==> src/rtl/scene_compositor.sv <==
// rtl/scene_compositor.sv - game scene sequencer and pixel layer compositor
module scene_compositor #(
  parameter int               RGB_W      = 16,
  parameter int               N_LAYERS   = 4,
  parameter int               SCORE_W    = 8,
  parameter int               H_ACTIVE   = 640,
  parameter int               V_ACTIVE   = 480,
  parameter int               START_HOLD = 30,
  parameter int               OVER_HOLD  = 120,
  parameter logic [RGB_W-1:0] BG_COLOR   = 16'h0000
) (
  input  logic                      vga_clk,
  input  logic                      reset,
  input  logic [9:0]                x_in,
  input  logic [9:0]                y_in,
  input  logic                      key_any,
  input  logic                      game_over,
  input  logic                      game_won,
  input  logic [SCORE_W-1:0]        score_in,
  input  logic [N_LAYERS*RGB_W-1:0] layer_rgb,
  input  logic [N_LAYERS-1:0]       layer_valid,
  output logic [RGB_W-1:0]          pix_rgb,
  output logic [1:0]                scene,
  output logic                      game_run,
  output logic                      game_reset,
  output logic [SCORE_W-1:0]        score_hold,
  output logic [SCORE_W-1:0]        hi_score
);

  localparam int HOLD_MAX = (START_HOLD > OVER_HOLD) ? START_HOLD : OVER_HOLD;
  localparam int HOLD_W   = $clog2(HOLD_MAX + 1);

  localparam logic [9:0]        X_LAST    = 10'(H_ACTIVE - 1);
  localparam logic [9:0]        Y_LAST    = 10'(V_ACTIVE - 1);
  localparam logic [9:0]        X_END     = 10'(H_ACTIVE);
  localparam logic [9:0]        Y_END     = 10'(V_ACTIVE);
  localparam logic [HOLD_W-1:0] START_LIM = HOLD_W'(START_HOLD);
  localparam logic [HOLD_W-1:0] OVER_LIM  = HOLD_W'(OVER_HOLD);

  typedef enum logic [1:0] {
    SC_START = 2'd0,
    SC_PLAY  = 2'd1,
    SC_OVER  = 2'd2,
    SC_WON   = 2'd3
  } scene_t;

  scene_t             state;
  scene_t             pend_scene;
  logic               pend_valid;
  logic [HOLD_W-1:0]  hold_cnt;
  logic               k_meta, k_sync, k_prev;

  logic               ftick;
  logic               krise;
  logic               hold_done;
  logic [HOLD_W-1:0]  hold_lim;
  logic               ev_valid;
  scene_t             ev_scene;
  logic               active;
  logic [RGB_W-1:0]   scene_rgb;
  logic               scene_valid;
  logic [RGB_W-1:0]   comp_rgb;

  assign scene     = state;
  assign ftick     = (x_in == X_LAST) && (y_in == Y_LAST);
  assign krise     = k_sync & ~k_prev;
  assign hold_lim  = (state == SC_START) ? START_LIM : OVER_LIM;
  assign hold_done = (hold_cnt >= hold_lim);
  assign active    = (x_in < X_END) && (y_in < Y_END);

  // Bring the asynchronous key level into the pixel clock domain and keep one delayed copy for edge detection
  always_ff @(posedge vga_clk or posedge reset) begin
    if (reset) begin
      k_meta <= 1'b0;
      k_sync <= 1'b0;
      k_prev <= 1'b0;
    end else begin
      k_meta <= key_any;
      k_sync <= k_meta;
      k_prev <= k_sync;
    end
  end

  // Decide which scene the current cycle asks to move to, if any; won beats over when both are raised
  always_comb begin
    ev_valid = 1'b0;
    ev_scene = SC_START;
    case (state)
      SC_START: begin
        if (krise && hold_done) begin
          ev_valid = 1'b1;
          ev_scene = SC_PLAY;
        end
      end
      SC_PLAY: begin
        if (game_won) begin
          ev_valid = 1'b1;
          ev_scene = SC_WON;
        end else if (game_over) begin
          ev_valid = 1'b1;
          ev_scene = SC_OVER;
        end
      end
      default: begin
        if (krise && hold_done) begin
          ev_valid = 1'b1;
          ev_scene = SC_START;
        end
      end
    endcase
  end

  // Scene sequencer: park the first event, commit it at end of frame, and latch scores on game end
  always_ff @(posedge vga_clk or posedge reset) begin
    if (reset) begin
      state      <= SC_START;
      pend_scene <= SC_START;
      pend_valid <= 1'b0;
      hold_cnt   <= '0;
      game_run   <= 1'b0;
      game_reset <= 1'b0;
      score_hold <= '0;
      hi_score   <= '0;
    end else begin
      game_reset <= 1'b0;
      game_run   <= (state == SC_PLAY);
      if (ftick && pend_valid) begin
        state      <= pend_scene;
        pend_valid <= 1'b0;
        hold_cnt   <= '0;
        if (pend_scene == SC_PLAY) begin
          game_reset <= 1'b1;
        end
        if ((pend_scene == SC_OVER) || (pend_scene == SC_WON)) begin
          score_hold <= score_in;
          if (score_in > hi_score) begin
            hi_score <= score_in;
          end
        end
      end else begin
        if (ftick && !hold_done) begin
          hold_cnt <= hold_cnt + HOLD_W'(1);
        end
        if (!pend_valid && ev_valid) begin
          pend_valid <= 1'b1;
          pend_scene <= ev_scene;
        end
      end
    end
  end

  // Pick the pixel: lowest-index opaque overlay, then the current scene's page layer, then background
  always_comb begin
    scene_rgb   = layer_rgb[2*RGB_W +: RGB_W];
    scene_valid = layer_valid[2];
    case (state)
      SC_START: begin
        scene_rgb   = layer_rgb[0 +: RGB_W];
        scene_valid = layer_valid[0];
      end
      SC_PLAY: begin
        scene_rgb   = layer_rgb[RGB_W +: RGB_W];
        scene_valid = layer_valid[1];
      end
      default: begin
        scene_rgb   = layer_rgb[2*RGB_W +: RGB_W];
        scene_valid = layer_valid[2];
      end
    endcase

    comp_rgb = scene_valid ? scene_rgb : BG_COLOR;
    for (int i = N_LAYERS - 1; i >= 3; i--) begin
      if (layer_valid[i]) begin
        comp_rgb = layer_rgb[i*RGB_W +: RGB_W];
      end
    end
    if (!active) begin
      comp_rgb = '0;
    end
  end

  // Register the composited pixel so it lines up one cycle after its scan coordinate
  always_ff @(posedge vga_clk or posedge reset) begin
    if (reset) begin
      pix_rgb <= '0;
    end else begin
      pix_rgb <= comp_rgb;
    end
  end

endmodule
==> config.mk <==
export PLATFORM = sky130hd
export DESIGN_NAME = scene_compositor
export DESIGN_NICKNAME = d
export VERILOG_FILES = /design/src/rtl/scene_compositor.sv
export SDC_FILE = /design/constraint.sdc
export NUM_CORES = 1
export LEC_CHECK = 0
export BUFFER_PORTS_ARGS = -buffer_cell sky130_fd_sc_hd__buf_2
export CORE_MARGIN = 8
export CORE_UTILIZATION = 52
export CTS_BUF_LIST = sky130_fd_sc_hd__clkbuf_8
export CTS_CLUSTER_SIZE = 14
export DETAILED_ROUTE_END_ITERATION = 8
export GPL_ROUTABILITY_DRIVEN = 0
export HOLD_SLACK_MARGIN = 0.15
export PLACE_DENSITY = 0.89
export RECOVER_POWER = 25
export SLEW_MARGIN = 20
export SYNTH_ARGS = -nofsm -noshare
export SYNTH_HDL_FRONTEND = slang
export SYNTH_SLANG_ARGS = --single-unit
==> constraint.sdc <==
create_clock -name vga_clk -period 5.4 [get_ports vga_clk]
set_input_delay 0.54 -clock vga_clk [delete_from_list [all_inputs] [get_ports vga_clk]]
set_output_delay 0.54 -clock vga_clk [all_outputs]
set_load 0.01 [all_outputs]
==> load_flow_metrics.sql <==
INSERT INTO impl_metrics (metric_group, metric, value, unit) VALUES
('floorplanning', 'die_area', '0.008025', 'mm²'),
('setup_path', 'type_of_destination_of_the_critical_path', 'register', ''),
('timing', 'measured_slew_at_the_worst_slew_check_pin', '2.041', 'ns'),
('yosys', 'synth_fp_nets', '395', ''),
('cts', 'clockRootBuffer', 'sky130_fd_sc_hd__clkbuf_8', ''),
('finish', 'diodes', '0', ''),
('timing', 'timing.final.crit_share', '54.00', '%'),
('place', 'dp.cells', '477', ''),
('timing', 'unrepaired_setup_endpoints_after_global_routing', 'no', ''),
('cts', 'tritoncts', 'done', ''),
('detailed_routing', 'post-route-drc-count', '0', ''),
('grt', 'grt_antenna_before_repair', '0', ''),
('finish', 'stdcell_area', '0.003628', 'mm²'),
('yosys', 'synth.ff_latch_count', '49', ''),
('yosys', 'synth_top_cells_by_count', 'sky130_fd_sc_hd__dfrtp_1, sky130_fd_sc_hd__nand2_1, sky130_fd_sc_hd__nor2_1', ''),
('place', 'placement.io_buffers', '136', ''),
('yosys', 'synth_most_common_cell', 'sky130_fd_sc_hd__dfrtp_1', ''),
('finish', 'instances_no_fill', '485', ''),
('finish', 'multi_input_comb_area', '0.001486', 'mm²'),
('run_status', 'run_status', 'finished, violations left', ''),
('floorplanning', 'starting_utilization_of_the_core_area', '54.43', '%'),
('timing', 'fin_worst_hold_slack', '0.3311', 'ns'),
('finish', 'n_fill_cell', '403', ''),
('yosys', 'number_of_enable_type_register_cells_in_the_synthesized_netlist', '0', ''),
('detailed_routing', 'drt-vias-per-instance', '5.503', ''),
('power_and_ir_drop', 'leakagePower', '1.842', 'nW'),
('detailed_routing', 'drt_first_pass_iters', '5', ''),
('power_and_ir_drop', 'p_clk_share', '31.8', '%'),
('cts', 'cts.repair.resized', '0', ''),
('timing', 'drv_slew', '50', ''),
('yosys', 'synthTopCellsByArea', 'sky130_fd_sc_hd__dfrtp_1, sky130_fd_sc_hd__mux2_2, sky130_fd_sc_hd__mux2i_1, sky130_fd_sc_hd__ha_1, sky130_fd_sc_hd__o21ai_0', ''),
('yosys', 'postSynth.asyncResetShare', '100.0', '%'),
('setup_path', 'crit_fanout', '38', ''),
('yosys', 'yosysSeqAreaShare', '43.56', '%'),
('grt', 'grt_pass1_wl', '12.33', 'mm'),
('yosys', 'ys_warn_count', '0', ''),
('yosys', 'dominant_register_cell_in_the_synthesized_netlist', 'sky130_fd_sc_hd__dfrtp_1', ''),
('run_status', 'violations_in_the_final_reports', 'max-capacitance violations, max-slew violations', ''),
('timing', 'setup_viol', '0', ''),
('finish', 'design.final.nets', '526', ''),
('grt', 'global_route.usage.total', '19.31', '%'),
('min_path', 'timing.hold.worst.class', 'input pin to register', ''),
('finish', 'drive_gt1_share', '42.17', '%'),
('cts', 'cts_num_sinks', '49', ''),
('place', 'detailedPlacementHpwl', '6.182', 'mm'),
('floorplanning', 'dieHeight', '89.58', 'µm'),
('finish', 'register_area', '0.001226', 'mm²'),
('setup_path', 'crit_type', 'register to register', ''),
('timing', 'fin_worst_skew', '0.01155', 'ns'),
('power_and_ir_drop', 'p_int', '0.5103', 'mW'),
('yosys', 'synthesis.area', '0.002815', 'mm²'),
('yosys', 'netlist_instances', '283', ''),
('power_and_ir_drop', 'power_switching', '0.1739', 'mW'),
('setup_path', 'worstPathArrival', '3.10', 'ns'),
('detailed_routing', 'route.detailed.wl_per_inst', '15.53', 'µm'),
('job', 'number_of_violations_of_the_max_capacitance_limit', '1', ''),
('yosys', 'syn_area_per_cell', '9.948', 'µm²'),
('floorplanning', 'fp.coreArea', '0.005172', 'mm²'),
('power_and_ir_drop', 'power_per_cell_area', '188.6', 'mW/mm²'),
('cts', 'skew_pair_late_insertion_delay', '0.30', 'ns'),
('detailed_routing', 'iter_0_drt_violations', '113', ''),
('grt', 'overflow_left_after_global_routing', '0', ''),
('cts', 'cts.clk_slew.worst_paths', '0.10', 'ns'),
('power_and_ir_drop', 'seq_power_share', '54.8', '%'),
('setup_path', 'worst-endpoint-required', '5.59', 'ns'),
('cts', 'htree_levels', '2', ''),
('timing', 'timing.final.hold_violations', '0', ''),
('detailed_routing', 'num_vias', '2669', ''),
('power_and_ir_drop', 'worst_ir_drop_vdd', '0.00009964', 'V'),
('timing', 'post-route-min-period', '2.916', 'ns'),
('timing', 'max_slew_margin', '-36.82', '%');
-- power by group through the flow --
stage	registers (mW)	logic [mW]	clock network (mW)
floorplan	0.385	0.0356	0
global placement	0.382	0.0894	0
detailed placement	0.382	0.0920	0
CTS	0.375	0.0921	0.222
global route	0.376	0.103	0.239
finish	0.375	0.0915	0.218
-- cell type report --
type / count / share of cell area [%]
Multi-Input combinational cell: 207 / 40.97
Sequential cell: 49 / 33.79
Timing Repair Buffer: 136 / 18.76
Tap cell: 70 / 2.414
Clock buffer: 5 / 1.897
Inverter: 15 / 1.586
Clock inverter: 3 / 0.5862
-- cell usage in the layout, fill, tap and decap left out, types with 2 or more instances in the layout --
master,count
sky130_fd_sc_hd__a211o_1,2
sky130_fd_sc_hd__a211oi_1,2
sky130_fd_sc_hd__a21o_1,3
sky130_fd_sc_hd__a21oi_1,6
sky130_fd_sc_hd__a22oi_1,16
sky130_fd_sc_hd__a31oi_1,2
sky130_fd_sc_hd__and2_1,2
sky130_fd_sc_hd__and3_1,4
sky130_fd_sc_hd__and4b_1,2
sky130_fd_sc_hd__buf_2,136
sky130_fd_sc_hd__clkbuf_8,5
sky130_fd_sc_hd__dfrtp_1,49
sky130_fd_sc_hd__ha_1,11
sky130_fd_sc_hd__inv_1,14
sky130_fd_sc_hd__mux2_2,19
sky130_fd_sc_hd__mux2i_1,18
sky130_fd_sc_hd__nand2_1,28
sky130_fd_sc_hd__nand2b_1,2
sky130_fd_sc_hd__nand3_1,4
sky130_fd_sc_hd__nand4_1,7
sky130_fd_sc_hd__nand4b_1,2
sky130_fd_sc_hd__nor2_1,26
sky130_fd_sc_hd__nor2b_1,2
sky130_fd_sc_hd__nor4_1,2
sky130_fd_sc_hd__o211ai_1,2
sky130_fd_sc_hd__o21ai_0,24
sky130_fd_sc_hd__o31ai_1,2
-- state kept, by name, indices dropped and copies added, names as in the netlist --
name	flops
game_reset	1
game_run	1
hi_score	8
hold_cnt	7
k_meta	1
k_prev	1
k_sync	1
pend_scene	2
pend_valid	1
pix_rgb	16
scene	2
score_hold	8
-- metrics by stage --
step	util [%]	setup WS [ns]
2_1_floorplan	-	3.143
3_3_place_gp	68.31	2.677
3_5_place_dp	68.31	2.528
4_1_cts	70.05	2.516
5_1_grt	70.15	2.193
6_report	70.15	2.484
-- logic make-up (layout without fill, tap and decap cells) --
family / count (synthesis) / after routing / synth area share (%)
AO/OA/AOI/OAI: 65 / 65 / 14.84
adder cells (fa/ha/maj): 11 / 11 / 4.889
buffers and inverters: 27 / 159 / 3.778
flip-flops: 49 / 49 / 43.56
multiplexers: 37 / 37 / 14.00
AND/OR/NAND/NOR: 94 / 94 / 18.93
-- worst max-delay path, stage by stage, from the launching register on --
cell,delay [ns]
sky130_fd_sc_hd__dfrtp_1,1.00
sky130_fd_sc_hd__or2_1,0.25
sky130_fd_sc_hd__inv_1,0.10
sky130_fd_sc_hd__ha_1,0.27
sky130_fd_sc_hd__nor2b_1,0.14
sky130_fd_sc_hd__o221ai_1,0.29
sky130_fd_sc_hd__and2_1,0.36
sky130_fd_sc_hd__a21oi_1,0.11
sky130_fd_sc_hd__a211o_1,0.28
-- metal layers --
metal,vias to the layer above,global-route usage [%],routed length [µm]
li1,1286,-,-
met1,1233,21.57,2894
met2,136,33.82,3797
met3,14,6.551,704
met4,0,5.740,133
met5,-,0,0
-- final timing paths --
| check | start | endpoint | slack, ns | depth (start not counted) |
|---|---|---|---|---|
| min in group asynchronous | reset | score_hold[1] | 0.75 | 2 |
| max | scene[1] | hold_cnt[5] | 2.48 | 8 |
| max in group asynchronous | reset | game_reset | 3.71 | 2 |
| min reg2reg | k_meta | k_sync | 0.38 | 0 |
| max reg2reg | scene[1] | hold_cnt[5] | 2.48 | 8 |
| min | key_any | k_meta | 0.33 | 1 |
Note: power is estimated with default switching activity, not from simulation.
